**config.mk**
```make
export PLATFORM = sky130hd
export DESIGN_NAME = shared_mem_arbiter_flat
export DESIGN_NICKNAME = d
export VERILOG_FILES = /design/src/rtl/shared_mem_arbiter_if.sv /design/src/rtl/shared_mem_arbiter.sv /design/src/flat_wrapper.sv
export SDC_FILE = /design/constraint.sdc
export NUM_CORES = 1
export LEC_CHECK = 0
export CAP_MARGIN = 20
export CORE_AREA = 2 2 161 163
export CTS_CLUSTER_SIZE = 40
export DETAILED_ROUTE_END_ITERATION = 6
export DIE_AREA = 0 0 163 165
export PLACE_DENSITY = 0.5
export SETUP_SLACK_MARGIN = 0.05
export SLEW_MARGIN = 20
export SYNTH_ARGS = -nofsm -noshare
export SYNTH_HDL_FRONTEND = slang
export SYNTH_SLANG_ARGS = --single-unit
```
**constraint.sdc**
```tcl
create_clock -name clk -period 2 [get_ports clk]
set_input_delay 0.2 -clock clk [delete_from_list [all_inputs] [get_ports clk]]
set_output_delay 0.2 -clock clk [all_outputs]
set_load 0.01 [all_outputs]
```
**src/rtl/shared_mem_arbiter_if.sv**
```systemverilog
`default_nettype none
// ============================================================================
// shared_mem_arbiter_if : core-side request bus and shared-memory port bundle
// Revision: 1.0
// ============================================================================
interface shared_mem_arbiter_if #(
  parameter int NCORES = 4,
  parameter int AW     = 32,
  parameter int DW     = 32
);
  localparam int GW = (NCORES > 1) ? $clog2(NCORES) : 1;

  logic [NCORES-1:0]    core_shared;
  logic [NCORES-1:0]    core_rd;
  logic [NCORES-1:0]    core_wr;
  logic [NCORES*AW-1:0] core_addr;
  logic [NCORES*DW-1:0] core_wdata;
  logic [NCORES-1:0]    core_stall;
  logic [NCORES-1:0]    core_ack;
  logic [DW-1:0]        core_rdata;
  logic [AW-1:0]        mem_addr;
  logic [DW-1:0]        mem_wdata;
  logic                 mem_rd;
  logic                 mem_wr;
  logic [DW-1:0]        mem_rdata;
  logic [GW-1:0]        grant_id;

  modport slave (
    input  core_shared, core_rd, core_wr, core_addr, core_wdata, mem_rdata,
    output core_stall, core_ack, core_rdata, mem_addr, mem_wdata, mem_rd, mem_wr, grant_id
  );

  modport master (
    output core_shared, core_rd, core_wr, core_addr, core_wdata, mem_rdata,
    input  core_stall, core_ack, core_rdata, mem_addr, mem_wdata, mem_rd, mem_wr, grant_id
  );
endinterface
`default_nettype wire

```
**src/rtl/shared_mem_arbiter.sv**
```systemverilog
`default_nettype none
// ============================================================================
// shared_mem_arbiter : round-robin sequencer sharing one sync-read memory port
// Revision: 1.0
// ============================================================================
module shared_mem_arbiter #(
  parameter int NCORES = 4,
  parameter int AW     = 32,
  parameter int DW     = 32
) (
  input  logic                  clk,
  input  logic                  reset,
  shared_mem_arbiter_if.slave   bus
);
  localparam int GW = (NCORES > 1) ? $clog2(NCORES) : 1;

  localparam logic [1:0] S_IDLE   = 2'd0;
  localparam logic [1:0] S_ACCESS = 2'd1;
  localparam logic [1:0] S_RESP   = 2'd2;

  logic [1:0]        r_state;
  logic [1:0]        w_next;
  logic [GW-1:0]     r_grant_id;
  logic [GW-1:0]     r_last_grant;
  logic [GW-1:0]     w_winner;
  logic [NCORES-1:0] w_req;
  logic [NCORES-1:0] w_above;
  logic [NCORES-1:0] w_masked;
  logic [NCORES-1:0] w_pick;
  logic [NCORES-1:0] w_ack;
  logic [DW-1:0]     w_rdata;
  logic              w_any_req;
  logic [AW-1:0]     w_sel_addr;
  logic [DW-1:0]     w_sel_wdata;
  logic              w_sel_rd;
  logic              w_sel_wr;
  logic [AW-1:0]     r_mem_addr;
  logic [DW-1:0]     r_mem_wdata;
  logic              r_mem_rd;
  logic              r_mem_wr;

  assign w_req     = bus.core_shared & (bus.core_rd | bus.core_wr);
  assign w_any_req = |w_req;

  // Cores strictly above the last grant; empty when the last grant was the top core.
  assign w_above  = ~(((NCORES'(1) << r_last_grant) << 1) - NCORES'(1));
  assign w_masked = w_req & w_above;
  assign w_pick   = (|w_masked) ? w_masked : w_req;

  always_comb begin
    w_winner = '0;
    for (int i = NCORES - 1; i >= 0; i--) begin
      if (w_pick[i]) begin
        w_winner = GW'(i);
      end
    end
  end

  always_comb begin
    w_sel_addr  = '0;
    w_sel_wdata = '0;
    w_sel_rd    = 1'b0;
    w_sel_wr    = 1'b0;
    for (int i = 0; i < NCORES; i++) begin
      if (GW'(i) == w_winner) begin
        w_sel_addr  = bus.core_addr[i*AW +: AW];
        w_sel_wdata = bus.core_wdata[i*DW +: DW];
        w_sel_rd    = bus.core_rd[i];
        w_sel_wr    = bus.core_wr[i];
      end
    end
  end

  always_ff @(posedge clk) begin
    if (reset) begin
      r_state <= S_IDLE;
    end else begin
      r_state <= w_next;
    end
  end

  always_comb begin
    w_next = r_state;
    case (r_state)
      S_IDLE:   w_next = w_any_req ? S_ACCESS : S_IDLE;
      S_ACCESS: w_next = S_RESP;
      S_RESP:   w_next = S_IDLE;
      default:  w_next = S_IDLE;
    endcase
  end

  always_comb begin
    w_ack   = '0;
    w_rdata = '0;
    if (r_state == S_RESP) begin
      w_ack   = NCORES'(1) << r_grant_id;
      w_rdata = bus.mem_rdata;
    end
  end

  // Operands are captured once at grant; the memory port is driven only from these registers.
  always_ff @(posedge clk) begin
    if (reset) begin
      r_grant_id   <= '0;
      r_last_grant <= GW'(NCORES - 1);
      r_mem_addr   <= '0;
      r_mem_wdata  <= '0;
      r_mem_rd     <= 1'b0;
      r_mem_wr     <= 1'b0;
    end else begin
      case (r_state)
        S_IDLE: begin
          if (w_any_req) begin
            r_grant_id  <= w_winner;
            r_mem_addr  <= w_sel_addr;
            r_mem_wdata <= w_sel_wdata;
            r_mem_rd    <= w_sel_rd & ~w_sel_wr;
            r_mem_wr    <= w_sel_wr;
          end else begin
            r_mem_rd <= 1'b0;
            r_mem_wr <= 1'b0;
          end
        end
        S_ACCESS: begin
          r_last_grant <= r_grant_id;
          r_mem_rd     <= 1'b0;
          r_mem_wr     <= 1'b0;
        end
        default: begin
          r_mem_rd <= 1'b0;
          r_mem_wr <= 1'b0;
        end
      endcase
    end
  end

  assign bus.core_stall = w_req & ~w_ack;
  assign bus.core_ack   = w_ack;
  assign bus.core_rdata = w_rdata;
  assign bus.mem_addr   = r_mem_addr;
  assign bus.mem_wdata  = r_mem_wdata;
  assign bus.mem_rd     = r_mem_rd;
  assign bus.mem_wr     = r_mem_wr;
  assign bus.grant_id   = r_grant_id;

endmodule
`default_nettype wire

```
**src/flat_wrapper.sv**
```systemverilog
// flat-port wrapper written by rule: the top's interface ports become plain ports
module shared_mem_arbiter_flat 
#(
  parameter int NCORES = 4,
  parameter int AW     = 32,
  parameter int DW     = 32
)
  (clk, reset, bus_core_shared, bus_core_rd, bus_core_wr, bus_core_addr, bus_core_wdata, bus_mem_rdata, bus_core_stall, bus_core_ack, bus_core_rdata, bus_mem_addr, bus_mem_wdata, bus_mem_rd, bus_mem_wr, bus_grant_id);
  shared_mem_arbiter_if #(.NCORES(NCORES), .AW(AW), .DW(DW)) bus_i ();
  input  logic clk;
  input  logic reset;
  input wire logic [$bits(bus_i.core_shared)-1:0] bus_core_shared;
  input wire logic [$bits(bus_i.core_rd)-1:0] bus_core_rd;
  input wire logic [$bits(bus_i.core_wr)-1:0] bus_core_wr;
  input wire logic [$bits(bus_i.core_addr)-1:0] bus_core_addr;
  input wire logic [$bits(bus_i.core_wdata)-1:0] bus_core_wdata;
  input wire logic [$bits(bus_i.mem_rdata)-1:0] bus_mem_rdata;
  output wire logic [$bits(bus_i.core_stall)-1:0] bus_core_stall;
  output wire logic [$bits(bus_i.core_ack)-1:0] bus_core_ack;
  output wire logic [$bits(bus_i.core_rdata)-1:0] bus_core_rdata;
  output wire logic [$bits(bus_i.mem_addr)-1:0] bus_mem_addr;
  output wire logic [$bits(bus_i.mem_wdata)-1:0] bus_mem_wdata;
  output wire logic [$bits(bus_i.mem_rd)-1:0] bus_mem_rd;
  output wire logic [$bits(bus_i.mem_wr)-1:0] bus_mem_wr;
  output wire logic [$bits(bus_i.grant_id)-1:0] bus_grant_id;
  assign bus_i.core_shared = bus_core_shared;
  assign bus_i.core_rd = bus_core_rd;
  assign bus_i.core_wr = bus_core_wr;
  assign bus_i.core_addr = bus_core_addr;
  assign bus_i.core_wdata = bus_core_wdata;
  assign bus_i.mem_rdata = bus_mem_rdata;
  assign bus_core_stall = bus_i.core_stall;
  assign bus_core_ack = bus_i.core_ack;
  assign bus_core_rdata = bus_i.core_rdata;
  assign bus_mem_addr = bus_i.mem_addr;
  assign bus_mem_wdata = bus_i.mem_wdata;
  assign bus_mem_rd = bus_i.mem_rd;
  assign bus_mem_wr = bus_i.mem_wr;
  assign bus_grant_id = bus_i.grant_id;
  shared_mem_arbiter #(.NCORES(NCORES), .AW(AW), .DW(DW)) u_core (.clk(clk), .reset(reset), .bus(bus_i));
endmodule
```
Word level (Yosys, flattened, before mapping)
Cells that the tools add are included.
- equal/unequal tests: 5
- reductions and logical operators: 6
- add/sub/neg operators: 1
- bitwise logic cells: 10
- shift operators: 2
- mux-type cells: 25
- operators with widths (cell ; number):
    $mux 32 ; 9
    $and 4x4->4 ; 3
    $mux 1 ; 9
    $mux 2 ; 4
    $mux 4 ; 2
    $not 4->4 ; 2
    $reduce_or 4->1 ; 2
    $eq 2x2->1 const A ; 2
    $logic_not 2->1 ; 2
    $or 4x4->4 ; 1
    $pmux 2 s2 ; 1
    $shl 1x2->4 const A ; 1
    $sub 4x2->4 const B ; 1
    $not 1->1 ; 3
    $reduce_or 3->1 ; 1
    $shl 1x2->3 const A ; 1
    $eq 1x2->1 const A ; 1
    $eq 2x1->1 const B ; 1
    $eq 2x2->1 const B ; 1
    $reduce_and 2->1 ; 1
    $and 1x1->1 ; 1
- output and inout port bits: 108
- register bits: 72
- input bits: 302
- word-level logic and storage cells: 56

Longest topological paths before layout
- depth after elaboration: 17
- mapped depth: 9
- depth with buffers taken out: 6

Worst setup path after synthesis
Ideal clock, no wire load.
- path kind: register to register
- from: register u_core.r_last_grant[1]
- to: register u_core.r_mem_addr[19] (netlist: u_core.bus.mem_addr[19])
- cell stages (with the launch flop): 10
- clock period less this slack: 1753 ps
- path buffers: 3
- data arrival time: 1631 ps
- required time: 1878 ps
- slack: 247 ps
- library setup time: 122 ps
- path through: dfxtp_1 -> buf_4 -> o211ai_1 -> nand3_1 -> o22ai_1 -> buf_4 -> buf_4 -> a22o_1 -> a211oi_1 -> o21ai_1
- longest elaborated chain between the ends: 15
- elaborated cells between the ends (all ways): 18
- those cells by class: add/sub (1); eq/ne (3); shift (1); mux (9); bitwise (2); reduce/logical (2)
- ends and longest elaborated chain (element ; RTL line ; source):
    start: declaration ; shared_mem_arbiter.sv:24 ; logic [GW-1:0] r_last_grant;
    start signal: assignment ; shared_mem_arbiter.sv:105 ; r_last_grant <= GW'(NCORES - 1);
    start signal: assignment ; shared_mem_arbiter.sv:125 ; r_last_grant <= r_grant_id;
    $shl 1x2->3 * ; shared_mem_arbiter.sv:46 ; assign w_above = ~(((NCORES'(1) << r_last_grant) << 1) - NCORES'(1));
    $sub 4x2->4 * ; shared_mem_arbiter.sv:46 ;
    $not 4->4 * ; shared_mem_arbiter.sv:46 ;
    $and 4x4->4 * ; shared_mem_arbiter.sv:47 ; assign w_masked = w_req & w_above;
    $reduce_or 4->1 ; shared_mem_arbiter.sv:48 ; assign w_pick = (|w_masked) ? w_masked : w_req;
    $mux 4 * ; shared_mem_arbiter.sv:48 ;
    $mux 2 (3 in a row) ; shared_mem_arbiter.sv:53 ; if (w_pick[i]) begin
    $mux 2 * ; shared_mem_arbiter.sv:53 ;
    $logic_not 2->1 ; shared_mem_arbiter.sv:65 ; if (GW'(i) == w_winner) begin
    $mux 32 (3 in a row) ; shared_mem_arbiter.sv:65 ;
    $mux 32 * ; shared_mem_arbiter.sv:65 ;
    end signal: assignment ; shared_mem_arbiter.sv:115 ; r_mem_addr <= w_sel_addr;
    end: declaration ; shared_mem_arbiter.sv:37 ; logic [AW-1:0] r_mem_addr;
Every way passes the cells marked *; elsewhere a longest branch is shown, timed or not.
A chain may end at the register's enable or synchronous reset.

Worst setup path in the final report
- from: register u_core.r_last_grant[1]
- to: register u_core.r_mem_addr[13] (netlist: u_core.bus.mem_addr[13])
The elaborated chain is that of the path after synthesis.

==> impl_results.md <==
- Die H: ~170 um
- Starting Density: between 10% and 20%
- Leading cell type in the layout, fill and taps excluded: clkdlybuf4s50_1
- TritonCTS Sinks: 72
- Grt ovf: 0
- Hold/Removal Path Class: in2reg
- Mapped cell area: around 4600 um2
- Pre-CTS WS: -0.687 ns
- RSZ-0062 raised after global routing: yes
- Power density cells: about 630 nW/um2
- DR iter-0 viols: between 300 and 400
- WP buf/inv: 3
- Post-Layout Inst Area: 10,800 um2
- Critical Path End Type: flip-flop
- Seq cells post-synth: 72
- Post-DP Area: between 9000 and 10,000 um2
- Peak supply drop: about 0.00028 V
- Fill cells: 2,564
- Slowest-stage cell, CP: dfxtp_2
- Synth area leaders: dfxtp_1, a22o_1, a22oi_1, nand2_1, a211oi_1
- # rows: between 50 and 60
- RD Place Congestion: a little over 0.8
- Area share of the leading cell type in the synthesized netlist: around 31%
- Max cap viols: 0
- First-pass GRT wire length: ~40 mm
- Clock Latency Late Sink: approximately 0.34 ns
- H-tree depth: 3
- Final setup violating endpoints: 0
- Syn_nets: approximately 870
- CTS tree: built
- Pre-antenna DRT Iters: 4
- Avg Cell Area, Syn: around 8 um2
- Cell taking the most area after synthesis: dfxtp_1
- Post-synthesis sequential area ratio: between 30 and 40%
- Clock Path Buffers: 2
- WP data required: about 2.2 ns
- Die ar.: about 27,000 um2
- P&R area growth vs syn: 133%
- Worst-margin pin slew: 0.499 ns
- Post-route ant nets: 0
- Initial antenna violation count: 0
- Yosys Warn Count: 0
- Worst-path clk slew: about 0.060 ns
- IO Port Bufs: 409
- Vias in the first global route: 6,497
- Cells along the critical path: buf_6 > buf_4 > o221ai_4 > a21boi_4 > nor2_4 > buf_12 > a221oi_2 > a211oi_2
- Flop2flop setup slack: 0.08 ns
- Largest net degree at the start of global routing: between 40 and 50
- Final Slew Violations: 0
- Status: finished clean
- Final core utilization: approximately 43%
- Tmin final: about 1.9 ns
- Share of layout cells above drive strength 1: between 20% and 30%
- Clock Skew: 0.00919 ns
- Critical Path AT: 2.13 ns
- Diode count: 0
- CTS root buffer: clkbuf_16
- Placed cell count: approximately 1,300
- Period utilisation layout: 95.9%
- GRT Overall Usage: a little under a fifth
- Critical path class: reg2reg
- Core area: 25,000 um2
- Post-Route WL: ~27 mm
- Fin. Hold Viols: 0
- CP Max Fanout: 37
- Largest delay share family, worst path: compound AO/OA/AOI/OAI gates
- Setup WS post-layout: 0.0818 ns
- Finished Layout Cells: ~1,400
- CP Launch Type: flip-flop
- Residual DRC count: 0
- Most frequent cells in the layout: clkdlybuf4s50_1, dfxtp_1, nand2_1
- Drt wl/cell: approximately 20 um
- Netlist cell types: 50
- Vias per std cell: roughly 4.7
- Largest stage delay, worst path: approximately 0.33 ns
- Leak pwr: slightly above 4 nW
- Slew headroom: 66.6%
- Cells after Synth: between 500 and 600
- CTS Buf Count: 9
- Horiz. Die Dim: between 150 and 200 um
- Num ports: just over 400
- F_max: 0.521 GHz
- Final HPWL DP: a little over 20 mm
- Via Count: around 6,500
- Layout net count: 1,332
## Yosys cell counts, drive strengths merged
| library cell | number |
|---|---|
| nor3 | 2 |
| inv | 1 |
| a21oi | 6 |
| o221a | 1 |
| and3b | 1 |
| a31oi | 1 |
| nand3 | 2 |
| o22ai | 5 |
| nor3b | 1 |
| nor2b | 1 |
| mux2i | 1 |
| a311o | 1 |
| nand4 | 1 |
| clkbuf | 19 |
| a221oi | 17 |
| and3 | 1 |
| or3 | 8 |
| or2 | 1 |
| buf | 33 |
| o21ai | 84 |
| o221ai | 13 |
| a2bb2oi | 1 |
| dfxtp | 72 |
| a41oi | 17 |
| nand2 | 68 |
| o211ai | 2 |
| nand2b | 4 |
| a311oi | 1 |
| a22oi | 42 |
| nor2 | 34 |
| a22o | 47 |
| a211oi | 39 |
| and2 | 33 |
| a21boi | 2 |
| o21a | 5 |
## worst reg2reg max path, stage by stage, from the launching register on
cell and delay (ns):
dfxtp_2 0.33, buf_6 0.13, buf_4 0.14, o221ai_4 0.29, a21boi_4 0.27, nor2_4 0.06, buf_12 0.17, a221oi_2 0.31
a211oi_2 0.10
## through the flow
stage	hold slack (ns)	TNS, ns	total power, mW
2_1_floorplan	0.301	0	2.91
3_3_place_gp	0.433	-36.72	4.64
3_5_place_dp	0.437	-37.85	4.63
4_1_cts	0.446	0	6.57
5_1_grt	0.461	0	7.16
6_report	0.405	0	6.79
## where the power goes
group / switching (mW) / internal, mW / total (mW)
logic: 1.40 / 1.82 / 3.22
clock network: 0.686 / 1.09 / 1.78
registers: 0.141 / 1.66 / 1.80
## cells by family (layout without fill, tap and decap cells)
logic type | after synthesis | after routing | share of synthesized area, %
AO/OA/AOI/OAI | 284 | 285 | 46.5
AND/OR/NAND/NOR | 157 | 157 | 16.3
flip-flops | 72 | 72 | 31.1
buffers and inverters | 53 | 519 | 6.01
multiplexers | 1 | 1 | 0.216
## per-layer routing
layer | global-route usage [%] | vias to the layer above | share of wire [%]
li1 | - | 3134 | -
met4 | 3.98 | 0 | 1.8
met3 | 5.55 | 32 | 7.5
met2 | 34.1 | 279 | 51
met1 | 22.3 | 3027 | 40
met5 | 0 | - | 0
## timing repair
action / CTS / global route
cloned: 2 / 3
pin swaps: 8 / 26
hold buffers: 0 / 0
buffers inserted: 9 / 8
resized for setup: 74 / 80
hold endpoints to repair: 0 / 0
endpoints found under the setup margin: 106 / 70
## area by class of cell
class | count | area (um2) | share of cell area (%)
well taps | 330 | 413 | 3.82
flip-flops and latches | 72 | 1450 | 13.4
clock buffers | 10 | 229 | 2.12
clock inverters | 5 | 82.6 | 0.764
inverters | 1 | 3.75 | 0.0347
repair buffers | 503 | 5090 | 47.1
multi-input cells | 443 | 3550 | 32.8
## final timing paths
check                                                            from                                    end  depth (start not counted)
worst max-delay path              u_core.r_last_grant[1]$_SDFFE_PP1P_   u_core.bus.mem_addr[13]$_SDFFE_PP0P_                          8
worst min-delay path                                   bus_core_rd[2]           u_core.bus.mem_rd$_SDFF_PP0_                          4
worst max register to register    u_core.r_last_grant[1]$_SDFFE_PP1P_   u_core.bus.mem_addr[13]$_SDFFE_PP0P_                          8
worst min register to register  u_core.bus.mem_wdata[15]$_SDFFE_PP0P_  u_core.bus.mem_wdata[15]$_SDFFE_PP0P_                          2
## registers in the layout, summed over array words and instances, names as in the netlist
name,cells
u_core.bus.mem_rd,1
u_core.bus.mem_wr,1
u_core.bus.mem_wdata,32
u_core.bus.mem_addr,32
u_core.r_state,2
u_core.bus.grant_id,2
u_core.r_last_grant,2
(Power assumes the default switching activity.)
